**src/rtl/rtc_cmd_pkg.sv**
```systemverilog
// -----------------------------------------------------------------------------
// rtc_cmd_pkg
// Shared definitions for the RTC command bridge: opcode constants, command
// field layout, timeout reply payload and the bridge FSM state encoding.
// No ports (package).
// -----------------------------------------------------------------------------
package rtc_cmd_pkg;

    localparam int CMD_W  = 24;
    localparam int OP_HI  = 23;
    localparam int OP_LO  = 16;
    localparam int DATA_W = 16;

    localparam logic [7:0] OP_RUN  = 8'd1;
    localparam logic [7:0] OP_STOP = 8'd2;
    localparam logic [7:0] OP_SET  = 8'd3;
    localparam logic [7:0] OP_GET  = 8'd4;
    localparam logic [7:0] OP_ON   = 8'd5;
    localparam logic [7:0] OP_OFF  = 8'd6;

    // Payload returned in place of peripheral data when a GET times out.
    localparam logic [DATA_W-1:0] TIMEOUT_DATA = 16'hFFFF;

    typedef enum logic [1:0] {
        ST_IDLE  = 2'd0,
        ST_ISSUE = 2'd1,
        ST_WAIT  = 2'd2,
        ST_RESP  = 2'd3
    } state_t;

    // Only GET waits for a peripheral reply; every other opcode, including
    // undefined ones, is fire-and-forget.
    function automatic logic expects_reply(input logic [CMD_W-1:0] cmd);
        return (cmd[OP_HI:OP_LO] == OP_GET);
    endfunction

endpackage

```
**src/rtl/cmd_fifo.sv**
```systemverilog
// -----------------------------------------------------------------------------
// cmd_fifo
// Synchronous FIFO holding pending commands. Head entry is presented
// combinationally on pop_data; push is ignored when full, pop when empty.
// Ports:
//   clk, rst            clock, synchronous active-high reset
//   push, push_data     write request and data
//   pop                 remove head entry
//   pop_data            current head entry
//   full, empty, count  occupancy status
// -----------------------------------------------------------------------------
module cmd_fifo #(
    parameter int DEPTH = 4,
    parameter int WIDTH = 24
) (
    input  logic                     clk,
    input  logic                     rst,
    input  logic                     push,
    input  logic [WIDTH-1:0]         push_data,
    input  logic                     pop,
    output logic [WIDTH-1:0]         pop_data,
    output logic                     full,
    output logic                     empty,
    output logic [$clog2(DEPTH):0]   count
);

    localparam int AW = $clog2(DEPTH);
    localparam int CW = AW + 1;

    logic [WIDTH-1:0] mem_r [DEPTH];
    logic [AW-1:0]    wr_ptr_r;
    logic [AW-1:0]    rd_ptr_r;
    logic [CW-1:0]    count_r;
    logic             push_s;
    logic             pop_s;

    assign full     = (count_r == CW'(DEPTH));
    assign empty    = (count_r == CW'(0));
    assign count    = count_r;
    assign pop_data = mem_r[rd_ptr_r];
    assign push_s   = push && !full;
    assign pop_s    = pop && !empty;

    // Pointer and occupancy bookkeeping; pointers wrap naturally (DEPTH is a power of two).
    always_ff @(posedge clk) begin
        if (rst) begin
            wr_ptr_r <= AW'(0);
            rd_ptr_r <= AW'(0);
            count_r  <= CW'(0);
        end else begin
            if (push_s) begin
                wr_ptr_r <= wr_ptr_r + AW'(1);
            end
            if (pop_s) begin
                rd_ptr_r <= rd_ptr_r + AW'(1);
            end
            case ({push_s, pop_s})
                2'b10:   count_r <= count_r + CW'(1);
                2'b01:   count_r <= count_r - CW'(1);
                default: count_r <= count_r;
            endcase
        end
    end

    // Storage array; contents are don't-care while the entry is unoccupied.
    always_ff @(posedge clk) begin
        if (push_s) begin
            mem_r[wr_ptr_r] <= push_data;
        end
    end

endmodule

```
**src/rtl/rtc_cmd_bridge.sv**
```systemverilog
// -----------------------------------------------------------------------------
// rtc_cmd_bridge
// Buffers CPU commands and replays them one at a time to the RTC peripheral as
// single-cycle start strobes. GET commands wait for the peripheral reply (or a
// timeout) and return it on a valid/ready response channel.
// Ports:
//   clk, rst                         clock, synchronous active-high reset
//   cmd_valid, cmd_ready, cmd_data   command input (ready = FIFO not full)
//   per_start, per_in                command strobe/data to peripheral
//   per_rdy, per_out                 peripheral reply
//   rsp_valid, rsp_ready, rsp_data,
//   rsp_timeout                      registered response channel
//   busy                             FSM active or commands pending
// -----------------------------------------------------------------------------
module rtc_cmd_bridge
    import rtc_cmd_pkg::*;
#(
    parameter int DEPTH   = 4,
    parameter int TIMEOUT = 16
) (
    input  logic        clk,
    input  logic        rst,
    input  logic        cmd_valid,
    output logic        cmd_ready,
    input  logic [23:0] cmd_data,
    output logic        per_start,
    output logic [23:0] per_in,
    input  logic        per_rdy,
    input  logic [23:0] per_out,
    output logic        rsp_valid,
    input  logic        rsp_ready,
    output logic [23:0] rsp_data,
    output logic        rsp_timeout,
    output logic        busy
);

    localparam logic [7:0] TIMER_LAST = 8'(TIMEOUT - 1);

    state_t              state_r;
    state_t              state_nx_s;
    logic [CMD_W-1:0]    cur_cmd_r;
    logic [7:0]          timer_r;
    logic                rsp_valid_r;
    logic [CMD_W-1:0]    rsp_data_r;
    logic                rsp_timeout_r;

    logic                fifo_pop_s;
    logic [CMD_W-1:0]    fifo_head_s;
    logic                fifo_full_s;
    logic                fifo_empty_s;
    logic [$clog2(DEPTH):0] fifo_count_s;

    logic                cap_s;
    logic [CMD_W-1:0]    cap_data_s;
    logic                cap_to_s;

    cmd_fifo #(
        .DEPTH (DEPTH),
        .WIDTH (CMD_W)
    ) u_fifo (
        .clk       (clk),
        .rst       (rst),
        .push      (cmd_valid && cmd_ready),
        .push_data (cmd_data),
        .pop       (fifo_pop_s),
        .pop_data  (fifo_head_s),
        .full      (fifo_full_s),
        .empty     (fifo_empty_s),
        .count     (fifo_count_s)
    );

    assign cmd_ready   = !fifo_full_s;
    assign per_start   = (state_r == ST_ISSUE);
    assign per_in      = (state_r == ST_ISSUE) ? cur_cmd_r : 24'h000000;
    assign rsp_valid   = rsp_valid_r;
    assign rsp_data    = rsp_data_r;
    assign rsp_timeout = rsp_timeout_r;
    assign busy        = (state_r != ST_IDLE) || (fifo_count_s != '0);

    // Next-state decode plus response capture selection.
    always_comb begin
        state_nx_s = state_r;
        fifo_pop_s = 1'b0;
        cap_s      = 1'b0;
        cap_data_s = 24'h000000;
        cap_to_s   = 1'b0;
        case (state_r)
            ST_IDLE: begin
                if (!fifo_empty_s) begin
                    fifo_pop_s = 1'b1;
                    state_nx_s = ST_ISSUE;
                end else begin
                    state_nx_s = ST_IDLE;
                end
            end
            ST_ISSUE: begin
                if (expects_reply(cur_cmd_r)) begin
                    if (per_rdy) begin
                        cap_s      = 1'b1;
                        cap_data_s = per_out;
                        state_nx_s = ST_RESP;
                    end else begin
                        state_nx_s = ST_WAIT;
                    end
                end else begin
                    state_nx_s = ST_IDLE;
                end
            end
            ST_WAIT: begin
                // A reply in the final wait cycle still wins over the timeout.
                if (per_rdy) begin
                    cap_s      = 1'b1;
                    cap_data_s = per_out;
                    state_nx_s = ST_RESP;
                end else if (timer_r == TIMER_LAST) begin
                    cap_s      = 1'b1;
                    cap_data_s = {cur_cmd_r[OP_HI:OP_LO], TIMEOUT_DATA};
                    cap_to_s   = 1'b1;
                    state_nx_s = ST_RESP;
                end else begin
                    state_nx_s = ST_WAIT;
                end
            end
            ST_RESP: begin
                if (rsp_ready) begin
                    state_nx_s = ST_IDLE;
                end else begin
                    state_nx_s = ST_RESP;
                end
            end
            default: begin
                state_nx_s = ST_IDLE;
            end
        endcase
    end

    // FSM state, current command, wait timer and registered response.
    always_ff @(posedge clk) begin
        if (rst) begin
            state_r       <= ST_IDLE;
            cur_cmd_r     <= 24'h000000;
            timer_r       <= 8'd0;
            rsp_valid_r   <= 1'b0;
            rsp_data_r    <= 24'h000000;
            rsp_timeout_r <= 1'b0;
        end else begin
            state_r     <= state_nx_s;
            rsp_valid_r <= (state_nx_s == ST_RESP);
            if (fifo_pop_s) begin
                cur_cmd_r <= fifo_head_s;
            end
            if (state_r == ST_ISSUE) begin
                timer_r <= 8'd0;
            end else if (state_r == ST_WAIT) begin
                timer_r <= timer_r + 8'd1;
            end
            if (cap_s) begin
                rsp_data_r    <= cap_data_s;
                rsp_timeout_r <= cap_to_s;
            end
        end
    end

endmodule

```
**config.mk**
```make
export PLATFORM = sky130hd
export DESIGN_NAME = rtc_cmd_bridge
export DESIGN_NICKNAME = d
export VERILOG_FILES = /design/src/rtl/rtc_cmd_pkg.sv /design/src/rtl/cmd_fifo.sv /design/src/rtl/rtc_cmd_bridge.sv
export SDC_FILE = /design/constraint.sdc
export NUM_CORES = 1
export LEC_CHECK = 0
export BUFFER_PORTS_ARGS = -buffer_cell sky130_fd_sc_hd__clkbuf_2
export CAP_MARGIN = 25
export CORE_ASPECT_RATIO = 0.6
export CORE_MARGIN = 2
export CORE_UTILIZATION = 50
export CTS_BUF_LIST = sky130_fd_sc_hd__clkbuf_8
export CTS_CLUSTER_DIAMETER = 30
export DETAILED_ROUTE_END_ITERATION = 6
export PLACE_DENSITY_LB_ADDON = 0.1
export SLEW_MARGIN = 20
export SYNTH_ARGS = -nofsm -noshare
export SYNTH_HDL_FRONTEND = slang
export SYNTH_SLANG_ARGS = --single-unit
```
**constraint.sdc**
```tcl
create_clock -name clk -period 3.5 [get_ports clk]
set_clock_uncertainty 0.15 [all_clocks]
set_input_delay 0.175 -clock clk [delete_from_list [all_inputs] [get_ports clk]]
set_output_delay 0.175 -clock clk [all_outputs]
set_load 0.005 [all_outputs]
```
* After elaboration in Yosys (flattened, before gate mapping) *
Memory sizes are Yosys's and may differ from the RTL's. A register that Yosys moved wholly into a read port is not among the register bits.
Cells that the tools add are included.

storage, ports and cells
  word-level logic and storage cells = 60
  memories kept = 1
  bits in registers = 43
  output and inout port bits = 53
  memory bits (writable) = 96
  input port bits = 53

operators by class
  reductions and logical operators = 12
  multiplexer cells = 25
  add/subtract/negate cells = 5
  equality and inequality tests = 9

memories
  memory        depth  bits a word  rd ports  clocked after Yosys merged registers in  wr ports  line            source
  u_fifo.mem_r  4      24           1         1                                        1         cmd_fifo.sv:30  logic [WIDTH-1:0] mem_r [DEPTH];

operators with widths
  cell                 count
  $mux 24              5
  $pmux 24 s2          1
  $mux 1               14
  $add 8x1->8 const B  1
  $eq 2x2->1 const B   4
  $eq 8x3->1 const B   1
  $eq 8x4->1 const B   1
  $pmux 2 s4           1
  $pmux 3 s2           1
  $add 2x1->2 const B  2
  $eq 2x1->1 const B   2
  $mux 2               2
  $reduce_bool 2->1    2
  $add 3x1->3 const B  1
  $eq 3x3->1 const B   1
  $logic_and 1x1->1    3
  $logic_not 3->1      1
  $reduce_bool 3->1    1
  $sub 3x1->3 const B  1
  $logic_not 1->1      2
  $logic_not 2->1      1
  $pmux 1 s2           1
  $reduce_or 2->1      1
  $logic_or 1x1->1     1

* Logic depth before layout (Yosys ltp) *
Gate-level depths: netlist of run 1.

  word-level depth = 6
  gate-level depth with buffers = 12
  gate-level depth less buffers = 10

* By module *
Synthesis of run 1 repeated with hierarchy kept, for this count alone.

unflattened totals
  cell total of the unflattened synthesis = 480
  area, all modules = 6677.7 um^2

modules (own cells, without submodules)
  module          times used  area each (um^2)  sequential area each (um^2)  cells an instance
  cmd_fifo        1           3978.8            3062.9                       180
  rtc_cmd_bridge  1           2698.8            1201.2                       300

* Worst setup path before layout of run 1 *
No wires, ideal clock.

  path kind = register to register
  from = register state_r[0]
  to = register u_fifo.count_r[2], in the netlist u_fifo.count[2]
  required time = 3.279 ns
  setup time = 0.071 ns
  buffers on the path = 2
  stages on the path, launching flop included = 13
  clock period less this slack = 2.575 ns
  data arrival time = 2.354 ns
  path slack = 0.925 ns
  cell sequence = dfxtp_1 inv_1 ha_1 nand2b_1 buf_2 inv_2 buf_1 ha_1 inv_1 fa_1 xor2_1 or3_1 a21oi_1

between the ends
  longest elaborated chain between the ends = 5
  elaborated cells on any way between the ends = 7
  those cells by class = eq/ne: 2; mux: 2; reduce/logical: 3

RTL lines
  element                                          line                   source
  from (decl)                                      rtc_cmd_bridge.sv:39   state_t state_r;
  from (signal assigned)                           rtc_cmd_bridge.sv:147  state_r <= state_nx_s;
  $logic_not 2->1 (*)                              rtc_cmd_bridge.sv:87   case (state_r)
  $mux 1 (*)                                       rtc_cmd_bridge.sv:87
  via fifo_pop_s                                   rtc_cmd_bridge.sv:47   logic fifo_pop_s;
  $logic_and 1x1->1 (*)                            cmd_fifo.sv:42         assign pop_s = pop && !empty;
  $eq 2x1->1 or $eq 2x2->1 (tied branches)         cmd_fifo.sv:57         case ({push_s, pop_s})
  $pmux 3 s2 or $reduce_bool 2->1 (tied branches)  n/a
  to (signal assigned)                             cmd_fifo.sv:58         2'b10: count_r <= count_r + CW'(1);
  to (signal assigned)                             cmd_fifo.sv:59         2'b01: count_r <= count_r - CW'(1);
  to (signal assigned)                             cmd_fifo.sv:60         default: count_r <= count_r;
  to (decl)                                        cmd_fifo.sv:33         logic [CW-1:0] count_r;

The timed path passes the listed nets; every way through them passes the cells marked *.
A chain may end at the register's enable or synchronous reset.

* Worst setup path in the final report of run 1 *
  from = register u_fifo.count_r[2], in the netlist u_fifo.count[2]
  to = register u_fifo.count_r[2], in the netlist u_fifo.count[2]

between the ends
  longest elaborated chain between the ends = 6
  elaborated cells on any way between the ends = 15
  those cells by class = add/sub: 2; eq/ne: 3; mux: 3; reduce/logical: 7

RTL lines
  element                                          line
  $logic_not 3->1 or $eq 3x3->1 (tied branches)    cmd_fifo.sv:38, cmd_fifo.sv:37
  $mux 1 or $logic_not 1->1 (tied branches)        rtc_cmd_bridge.sv:89, cmd_fifo.sv:41, rtc_cmd_bridge.sv:72
  $mux 1 or $logic_and 1x1->1 (tied branches)      rtc_cmd_bridge.sv:87, rtc_cmd_bridge.sv:63
  $logic_and 1x1->1 (on tied branches)             cmd_fifo.sv:42, cmd_fifo.sv:41
  $eq 2x1->1 or $eq 2x2->1 (tied branches)         cmd_fifo.sv:57
  $pmux 3 s2 or $reduce_bool 2->1 (tied branches)  n/a

Parallel ways exist; a longest one is shown, timed or not.

==> results of run 1 <==
routing by layer:
| layer | up-vias | wire length, um |
|---|---|---|
| li1 | 2107 | - |
| met1 | 2152 | 6890 |
| met2 | 112 | 6590 |
| met3 | 8 | 623 |
| met4 | 0 | 94 |
| met5 | - | 0 |
placed cells by master (no fill, tap or decap), drive strengths merged, types with 14 or more instances in the layout:
master,synthesis,routed
clkbuf,20,124
edfxtp,96,96
dfxtp,67,67
nand2,56,56
dlygate4sd3,0,47
a21oi,36,36
inv,25,30
and2,25,25
mux4,24,24
a31oi,24,24
a311oi,16,16
nor2,14,14
final timing paths:
check / end / cells after the start
setup / recovery: u_fifo.count[2] / 9
hold / removal: u_fifo.wr_ptr_r[1] / 4
setup reg to reg: u_fifo.count[2] / 9
hold reg to reg: cur_cmd_r[0] / 2
state kept, by name, summed over array words and instances (netlist names):
name / flops
cur_cmd_r: 24
rsp_data: 24
rsp_timeout: 1
rsp_valid: 1
state_r: 2
timer_r: 8
u_fifo.count: 3
u_fifo.mem_r: 96
u_fifo.rd_ptr_r: 2
u_fifo.wr_ptr_r: 2
area by class of cell:
| class | count | area [um2] | share of cell area [%] |
|---|---|---|---|
| tap | 170 | 213 | 2.63 |
| inverter | 25 | 93.8 | 1.16 |
| sequential | 163 | 4230 | 52.2 |
| multi-input combinational | 267 | 2060 | 25.5 |
| timing repair buffer | 163 | 1080 | 13.3 |
| clock inverter | 13 | 156 | 1.93 |
| clock buffer | 19 | 262 | 3.23 |
critical path: stages (launching register included):
cell and delay, ns:
dfxtp_1 0.37, or3b_1 0.43, and2_1 0.22, inv_1 0.08, ha_1 0.18, inv_1 0.06
fa_1 0.38, xor2_1 0.18, or3_1 0.31, a21oi_1 0.15
through the flow:
stage,cell area [um2],hold WS (ns),worst slack (ns),std cells,utilization [%]
after global routing,8090,0.0482,0.695,820,62.9
after global placement,7200,0.241,1.03,741,56.0
final,8090,0.0492,0.881,820,62.9
after CTS,8090,0.0151,0.881,820,62.9
after detailed placement,7200,0.249,0.904,741,56.0
after floorplan,6570,0.124,0.925,492,-
power groups by stage:
stage | clock (W) | combinational (W) | sequential, W
floorplan | 0 | 0.000846 | 0.00244
global placement | 0 | 0.00111 | 0.00254
detailed placement | 0 | 0.00112 | 0.00255
CTS | 0.00147 | 0.00117 | 0.00251
global route | 0.00155 | 0.00128 | 0.00255
finish | 0.00143 | 0.00116 | 0.00250
cells by family (layout without fill, tap and decap cells):
| family | count (synthesis) | count (layout) |
|---|---|---|
| buffers and inverters | 62 | 220 |
| muxes | 26 | 26 |
| xor gates and xnor gates | 11 | 11 |
| and+or+nand+nor | 128 | 128 |
| adders and majority gates | 12 | 12 |
| DFF | 163 | 163 |
| AOI/OAI and AO/OA | 90 | 90 |
==> out/metrics.cfg, run 1 <==
[sta]
slew_headroom_pct=37.1
setup_viol=0
fmaxAchievable_mhz=382
fin_tns_setup_ns=0
finalMaxSlewViolations=0
hold_viol=0
fin_crit_sh_pct=74.8
min_period_ns=2.62
rsz0062_at_grt=false
worst_pin_slew_ns=0.944

[global_route]
grt-busiest-layer=met2
grtUsageTotal_pct=21.0
grt_pass1_wl_um=22800
grt_pass1_vias=4347
gr-usage-met3_pct=5.29
grt_max_degree=38
grt.overflow.total=0
met1_usage_pct=29.8
antenna_found_initial=0
gr-usage-met2_pct=32.7

[floorplanning]
die_w_um=152
die_y_um=92.8
core_area_um2=12900
die-area_um2=14100
num_rows=32
start_util_pct=51.1
pin_count=106

[cells_and_area]
drive_gt1_share_pct=27.1
syn_to_final_growth_pct=23.1
nets=702
fillers=1004
n_antenna_cell=0

[critical_path]
timing.rr.start=u_fifo.count[2]
arrival_ns=2.83
endpoint_kind=flop
crit_required_ns=3.71
regToRegSetupSlack_ns=0.88
cp-startpoint=u_fifo.count[2]
cp_max_fo=6
critical_path_class=reg2reg
start_kind=flop

[yosys]
synthArstFlopShare_pct=0
ys_types=42
yosys.area.top_type_share_pct=43.9
ys.flop_type=edfxtp_1
synth_warnings=0
syn-cell-area_um2=6570
synth-edff-count=96
synthAdderAreaFrac_pct=2.40
synth-simple-area-share_pct=10.3
syn_area_per_cell_um2=13.4
yosysSeqAreaShare_pct=64.3
syn_nets=557
synthCells=492
ys_ff_latch=163
synth_mux_area_share_pct=8.55
yosysMostFrequentCell=edfxtp_1
synth-compound-area-share_pct=8.68
synth_top_family_by_area=simple AND/OR/NAND/NOR gates
synth_top_area_cell=edfxtp_1
synth_area_leaders=edfxtp_1 44%, dfxtp_1 20%, mux4_2 8.2%
synth_commonest_cells=96 x edfxtp_1, 67 x dfxtp_1, 56 x nand2_1
synth_xor_area_share_pct=1.47

[clock_network]
cts_buffer_depth=2
clkTransAtPathRegs_ns=0.08
cts.sinks=163
cts_buffers=17
cts_root_buf=clkbuf_8
post_cts_buffers=0
tritoncts=yes
h-tree-depth=4
insertion_delay_ns=0.44
cts_hold_buf=47
ctsResizeCount=0

[route]
first_pass_iters=5
routed_via_density=5.34
route.detailed.drc=0
vias=4379
initialDrtViolationCount=243
ant_nets=0
detail_route.wl_per_cell_um=17.3
finalWirelength_um=14200

[pwr]
p_leak_nw=3.07
p_int_w=0.00357
clkPwrFrac_pct=28.1
vdd_ir_drop_max_mv=0.331
swShare_pct=29.9
p_per_area_nw_per_um2=629
combPwrFrac_pct=22.8
p_total_w=0.00509
p_seq_share_pct=49.2
power.net_switching_w=0.00152

[placed_design]
routabilityCongestion=0.794
portBuffers=105
hpwl_um=8670

[min_path]
hold_class=in2reg
min_from=cmd_valid

[status]
outcome=completed

[job]
drv_cap=0

(Power assumes the default switching activity.)
==> run 2: changes to the inputs <==
- clock period: 3.5 -> 2.3 ns (I/O delays scaled with it)
==> run 2 against run 1 <==
Compared with the run above: the flow now finishes with violations (setup timing); final cell count up 2.7%; count of clock-buffer cells in the layout down 2; hold slack better by 0.13 ns; utilization up 1.4 points; routed wire length up 0.27%; clock power up 38%; register-to-register slack worse by 0.99 ns; final area up 2.3%; critical path depth unchanged; non-clock buffer count up 22; combinational power up 73%; flip-flop and latch count unchanged; critical endpoint unchanged.
==> out/metrics.cfg, run 2 (synthesized netlist as in run 1, its figures left out) <==
[status]
outcome=complete, but fails checks
violations=setup timing

[critical_path]
worstPathCellList=or3b_4, and2_4, inv_4, ha_4, inv_2, fa_2, xor2_2, or3_1, a21oi_1
cp-startpoint=u_fifo.count[0]
timing.rr.start=u_fifo.count[0]
endpoint_kind=flop
arrival_ns=2.62  ; -0.21 ns
start_kind=flop
crit_required_ns=2.51  ; -1.20 ns
regToRegSetupSlack_ns=-0.10  ; -0.99 ns
path_delay_family=simple AND/OR/NAND/NOR gates
cp_slowest_cell=fa_2
r2r_cells=9  ; unchanged
critical_path_class=reg2reg
critPathMaxStageDelay_ns=0.41  ; -0.02 ns
worst-path-buf-inv=2  ; unchanged
reg2reg_to=u_fifo.count[2]
cp_max_fo=2  ; -4

[global_route]
grtUsageTotal_pct=21.0  ; -0.060 points
grt_pass1_wl_um=22800  ; +0.12%
antenna_found_initial=1  ; +1
grt.overflow.total=0  ; unchanged
grt_pass1_vias=4383  ; +0.83%
grt_max_degree=29  ; -24%

[placed_design]
hpwl_um=8950  ; +3.2%
placedCellCount=757  ; +2.2%
routabilityCongestion=0.770  ; -3.1%
portBuffers=105  ; unchanged

[clock_network]
h-tree-depth=4  ; unchanged
cts_buffer_depth=2  ; unchanged
insertion_delay_ns=0.44  ; about the same
cts_root_buf=clkbuf_8
tritoncts=yes
clkTransAtPathRegs_ns=0.09  ; about the same
cts_buffers=17  ; unchanged
cts.sinks=163  ; unchanged

[route]
ant_nets=0  ; unchanged
finalWirelength_um=14200  ; +0.27%
routed_via_density=5.41  ; +1.4%
detail_route.wl_per_cell_um=16.9  ; -2.4%
first_pass_iters=5  ; unchanged
vias=4559  ; +4.1%
initialDrtViolationCount=251  ; +3.3%
route.detailed.drc=0  ; unchanged

[sta]
slew_headroom_pct=52.5  ; +15 points
final.setup.worst_slack_ns=-0.105  ; -0.986 ns
worst_pin_slew_ns=0.712  ; -0.232 ns
finalMaxSlewViolations=0  ; unchanged
rsz0062_at_grt=true
min_period_ns=2.40  ; -0.214 ns
fmaxAchievable_mhz=416  ; +8.9%
hold_viol=0  ; unchanged
fin_crit_sh_pct=105  ; +30 points
setup_viol=1  ; +1

[pwr]
vdd_ir_drop_max_mv=0.444  ; +34%
p_int_w=0.00529  ; +48%
swShare_pct=31.2  ; +1.3 points
p_leak_nw=3.15  ; +2.7%
combPwrFrac_pct=26.1  ; +3.3 points
clkPwrFrac_pct=25.7  ; -2.4 points
power.net_switching_w=0.00240  ; +58%
p_seq_share_pct=48.2  ; -1.0 points
p_per_area_nw_per_um2=930  ; +48%

[cells_and_area]
layout_commonest_cell=clkbuf_2
drive_gt1_share_pct=30.7  ; +3.6 points
largest_register_ffs=96  ; unchanged
register_area_um2=4230  ; about the same
nets=724  ; +3.1%
final_cell_mix=105 x clkbuf_2, 96 x edfxtp_1, 64 x dfxtp_1
utilization_pct=64.4  ; +1.4 points
regMostFlops=u_fifo.mem_r
fillers=992  ; -1.2%
syn_to_final_growth_pct=25.9
instances_no_fill=842  ; +2.7%
n_antenna_cell=0  ; unchanged
multi_input_area_um2=2090  ; +1.3%

[job]
drv_cap=0  ; unchanged

[floorplanning]
core_area_um2=12900  ; unchanged
start_util_pct=51.1  ; unchanged
die_y_um=92.8  ; unchanged
die_w_um=152  ; unchanged
die-area_um2=14100  ; unchanged
num_rows=32  ; unchanged
pin_count=106  ; unchanged

[min_path]
min_from=rst
hold_class=in2reg
min_path_cells=2  ; -2
hold_end=u_fifo.wr_ptr_r[0]

[run 2: stage by stage]
stage | hold WS, ns | TNS (ns) | area, um2 | power (W) | worst slack, ns
final | 0.178 | -0.105 | 8270 | 0.00769 | -0.105
after global routing | 0.178 | -0.169 | 8270 | 0.00812 | -0.169
after CTS | 0.155 | -0.0805 | 8240 | 0.00774 | -0.0805
after detailed placement | 0.190 | -0.0639 | 7350 | 0.00569 | -0.0639
after global placement | 0.179 | 0 | 7350 | 0.00561 | 0.0496
after floorplan | 0.0639 | 0 | 6590 | 0.00504 | 0.0135
[run 2: power groups by stage]
stage	clock network [W]	logic [W]	registers [W]
final	0.00197	0.00201	0.00371
after detailed placement	0	0.00191	0.00378
after global placement	0	0.00186	0.00376
after floorplan	0	0.00133	0.00371
after CTS	0.00203	0.00200	0.00371
after global routing	0.00216	0.00221	0.00375
[run 2: cell type report]
| cell class | count | share of cell area [%] |
|---|---|---|
| sequential | 163 | 51.1 |
| multi-input combinational | 267 | 25.2 |
| timing repair buffer | 185 | 15.3 |
| clock buffer | 17 | 2.83 |
| tap | 170 | 2.57 |
| clock inverter | 15 | 1.77 |
| inverter | 25 | 1.19 |
[run 2: how the worst max path moves through the flow]
| stage | endpoint | slack [ns] | cells past startpoint |
|---|---|---|---|
| final | u_fifo.count[2] | -0.10 | 9 |
| after global routing | u_fifo.count[2] | -0.17 | 9 |
| after CTS | u_fifo.count[2] | -0.08 | 9 |
| after detailed placement | u_fifo.count[2] | -0.06 | 9 |
| after global placement | u_fifo.count[2] | 0.05 | 9 |
| after floorplan | u_fifo.count[2] | 0.01 | 9 |
[run 2: per-layer routing]
layer  track usage [%]  share of wire, %
met1              29.6                48
met2              32.7                46
met3              4.68               4.7
met4              6.62               1.0
met5                 0             0.091
[run 2: repair_timing]
item	in CTS	in global routing
gates resized for setup	1	6
buffers inserted	0	2
pin swaps	1	6
setup endpoints to repair	1	2
hold buffers	51	0
endpoints found under the hold margin	124	0
[run 2: worst reg2reg max path, stage by stage, from the launching register on]
cell	delay [ns]
dfxtp_1	0.32
or3b_4	0.40
and2_4	0.16
inv_4	0.06
ha_4	0.13
inv_2	0.04
fa_2	0.41
xor2_2	0.16
or3_1	0.36
a21oi_1	0.14
==> run 3: changes to the inputs <==
- PLACE_DENSITY: default -> 0.75
- PLACE_DENSITY_LB_ADDON: 0.1 -> default
==> run 3 against run 2 <==
Compared with the run above: the run now ends clean; utilization about the same; hold slack got worse by 0.14 ns; critical endpoint unchanged; count of clock-buffer cells in the layout grew 1; sequential share of layout area about the same; register-to-register slack improved by 0.13 ns; via count increased by 1.6%; global-route usage is 0.94 points higher; final cell count fell by 0.24%; first-iteration DRC count grew 38%.
==> out/metrics.cfg, run 3 (synthesized netlist as in run 1, its figures left out) <==
[status]
outcome=completed

[placed_design]
dp_slack_ns=-0.0238  ; +0.0400 ns
portBuffers=105  ; unchanged
place_area_um2=7360  ; +0.20%
routabilityCongestion=0.883  ; +15%
hpwl_um=9630  ; +7.6%

[route]
vias=4633  ; +1.6%
routed_via_density=5.52  ; +1.9%
detail_route.wl_per_cell_um=18.2  ; +7.5%
first_pass_iters=5  ; unchanged
finalWirelength_um=15300  ; +7.2%
initialDrtViolationCount=347  ; +38%
ant_nets=0  ; unchanged
route.detailed.drc=0  ; unchanged

[clock_network]
clkTransAtPathRegs_ns=0.08  ; about the same
cts_root_buf=clkbuf_8
cts_buffer_depth=2  ; unchanged
insertion_delay_ns=0.44  ; about the same
cts.sinks=163  ; unchanged
tritoncts=yes
cts_buffers=17  ; unchanged
h-tree-depth=4  ; unchanged

[floorplanning]
pin_count=106  ; unchanged
num_rows=32  ; unchanged
core_area_um2=12900  ; unchanged
die-area_um2=14100  ; unchanged
start_util_pct=51.1  ; unchanged
die_w_um=152  ; unchanged
die_y_um=92.8  ; unchanged

[pwr]
p_seq_share_pct=47.7  ; -0.5 points
swShare_pct=30.7  ; -0.52 points
combPwrFrac_pct=25.8  ; -0.3 points
p_per_area_nw_per_um2=943  ; +1.5%
p_int_w=0.00541  ; +2.2%
p_leak_nw=3.16  ; +0.31%
p_total_w=0.00781  ; +1.5%
power.net_switching_w=0.00240  ; -0.20%
vdd_ir_drop_max_mv=0.446  ; +0.51%
clkPwrFrac_pct=26.5  ; +0.8 points

[critical_path]
worst-path-buf-inv=2  ; unchanged
path_delay_family=simple AND/OR/NAND/NOR gates
critPathMaxStageDelay_ns=0.39  ; -0.02 ns
crit_required_ns=2.52  ; about the same
cp_slowest_cell=or3b_4
cp_max_fo=2  ; unchanged
endpoint_kind=flop
arrival_ns=2.49  ; -0.13 ns
critical_path_class=reg2reg
start_kind=flop
worstPathCellList=or3b_4, and2_4, inv_4, ha_4, inv_1, fa_2, xor2_1, or3_1, a21oi_2

[job]
drv_cap=0  ; unchanged

[sta]
slew_headroom_pct=45.9  ; -6.7 points
finalMaxSlewViolations=0  ; unchanged
rsz0062_at_grt=true
hold_viol=0  ; unchanged
min_period_ns=2.27  ; -0.133 ns
fin_crit_sh_pct=98.8  ; -5.8 points
setup_viol=0  ; -1
worst_pin_slew_ns=0.812  ; +0.100 ns
fin_tns_setup_ns=0  ; +0.105 ns
final.setup.worst_slack_ns=0.0282  ; +0.133 ns
fmaxAchievable_mhz=440  ; +5.8%

[min_path]
hold_class=in2reg

[cells_and_area]
nets=722  ; -0.28%
final_cell_mix=105 x clkbuf_2, 96 x edfxtp_1, 64 x dfxtp_1
utilization_pct=64.4  ; about the same
design_area_um2=8270  ; about the same
n_antenna_cell=0  ; unchanged
syn_to_final_growth_pct=25.9  ; about the same
drive_gt1_share_pct=30.4  ; -0.21 points
layout_commonest_cell=clkbuf_2
largest_register_ffs=96  ; unchanged
fillers=921  ; -7.2%
regMostFlops=u_fifo.mem_r

[global_route]
grt_max_degree=36  ; +24%
grt_pass1_wl_um=24100  ; +5.5%
grtUsageTotal_pct=21.9  ; +0.94 points
grt.overflow.total=0  ; unchanged
antenna_found_initial=0  ; -1
grt_pass1_vias=4744  ; +8.2%

-- run 3: final timing paths --
kind                         from            endpoint  slack (ns)  cells after the start
setup / recovery  u_fifo.count[1]     u_fifo.count[2]        0.03                      9
hold / removal          cmd_valid  u_fifo.wr_ptr_r[1]        0.04                      5
setup reg to reg  u_fifo.count[1]     u_fifo.count[2]        0.03                      9
hold reg to reg     cur_cmd_r[12]       cur_cmd_r[12]        0.30                      2
-- run 3: power groups by stage --
stage          clock network [W]  logic, W  registers [W]
2_1_floorplan                  0   0.00133        0.00371
3_3_place_gp                   0   0.00185        0.00376
3_5_place_dp                   0   0.00191        0.00379
4_1_cts                  0.00211   0.00202        0.00372
5_1_grt                  0.00222   0.00222        0.00377
6_report                 0.00206   0.00201        0.00373
-- run 3: timing repair --
action                                 CTS  global route
setup endpoints to repair                1             1
gates resized for setup                  4             2
buffers inserted                         0             0
endpoints found under the hold margin  123             0
hold buffers                            49             0
pin swaps                                0             1
-- run 3: through the flow --
step / cells / hold slack, ns
2_1_floorplan: 492 / 0.0639
3_3_place_gp: 759 / 0.179
3_5_place_dp: 759 / 0.186
4_1_cts: 840 / 0.0230
5_1_grt: 840 / 0.0446
6_report: 840 / 0.0423
-- run 3: layout make-up --
class	instances	area (um2)	area share, %
well taps	170	213	2.57
multi-input cells	267	2080	25.2
clock inverters	14	155	1.88
flip-flops and latches	163	4230	51.1
inverters	25	98.8	1.19
repair buffers	183	1250	15.1
clock buffers	18	248	2.99
-- run 3: metal layers --
layer	routed length (um)	up-vias	part of all wire, %	global-route usage (%)
li1	-	2145	-	-
met1	6670	2311	44	28.3
met2	7580	159	50	37.2
met3	826	18	5.4	5.57
met4	187	0	1.2	6.00
met5	0	-	0	0
-- run 3: tightest hold or removal path, cell delays in order --
cell and delay (ns):
clkbuf_2 0.12, and2_4 0.16, inv_4 0.04, nand2_1 0.07, a21oi_1 0.07
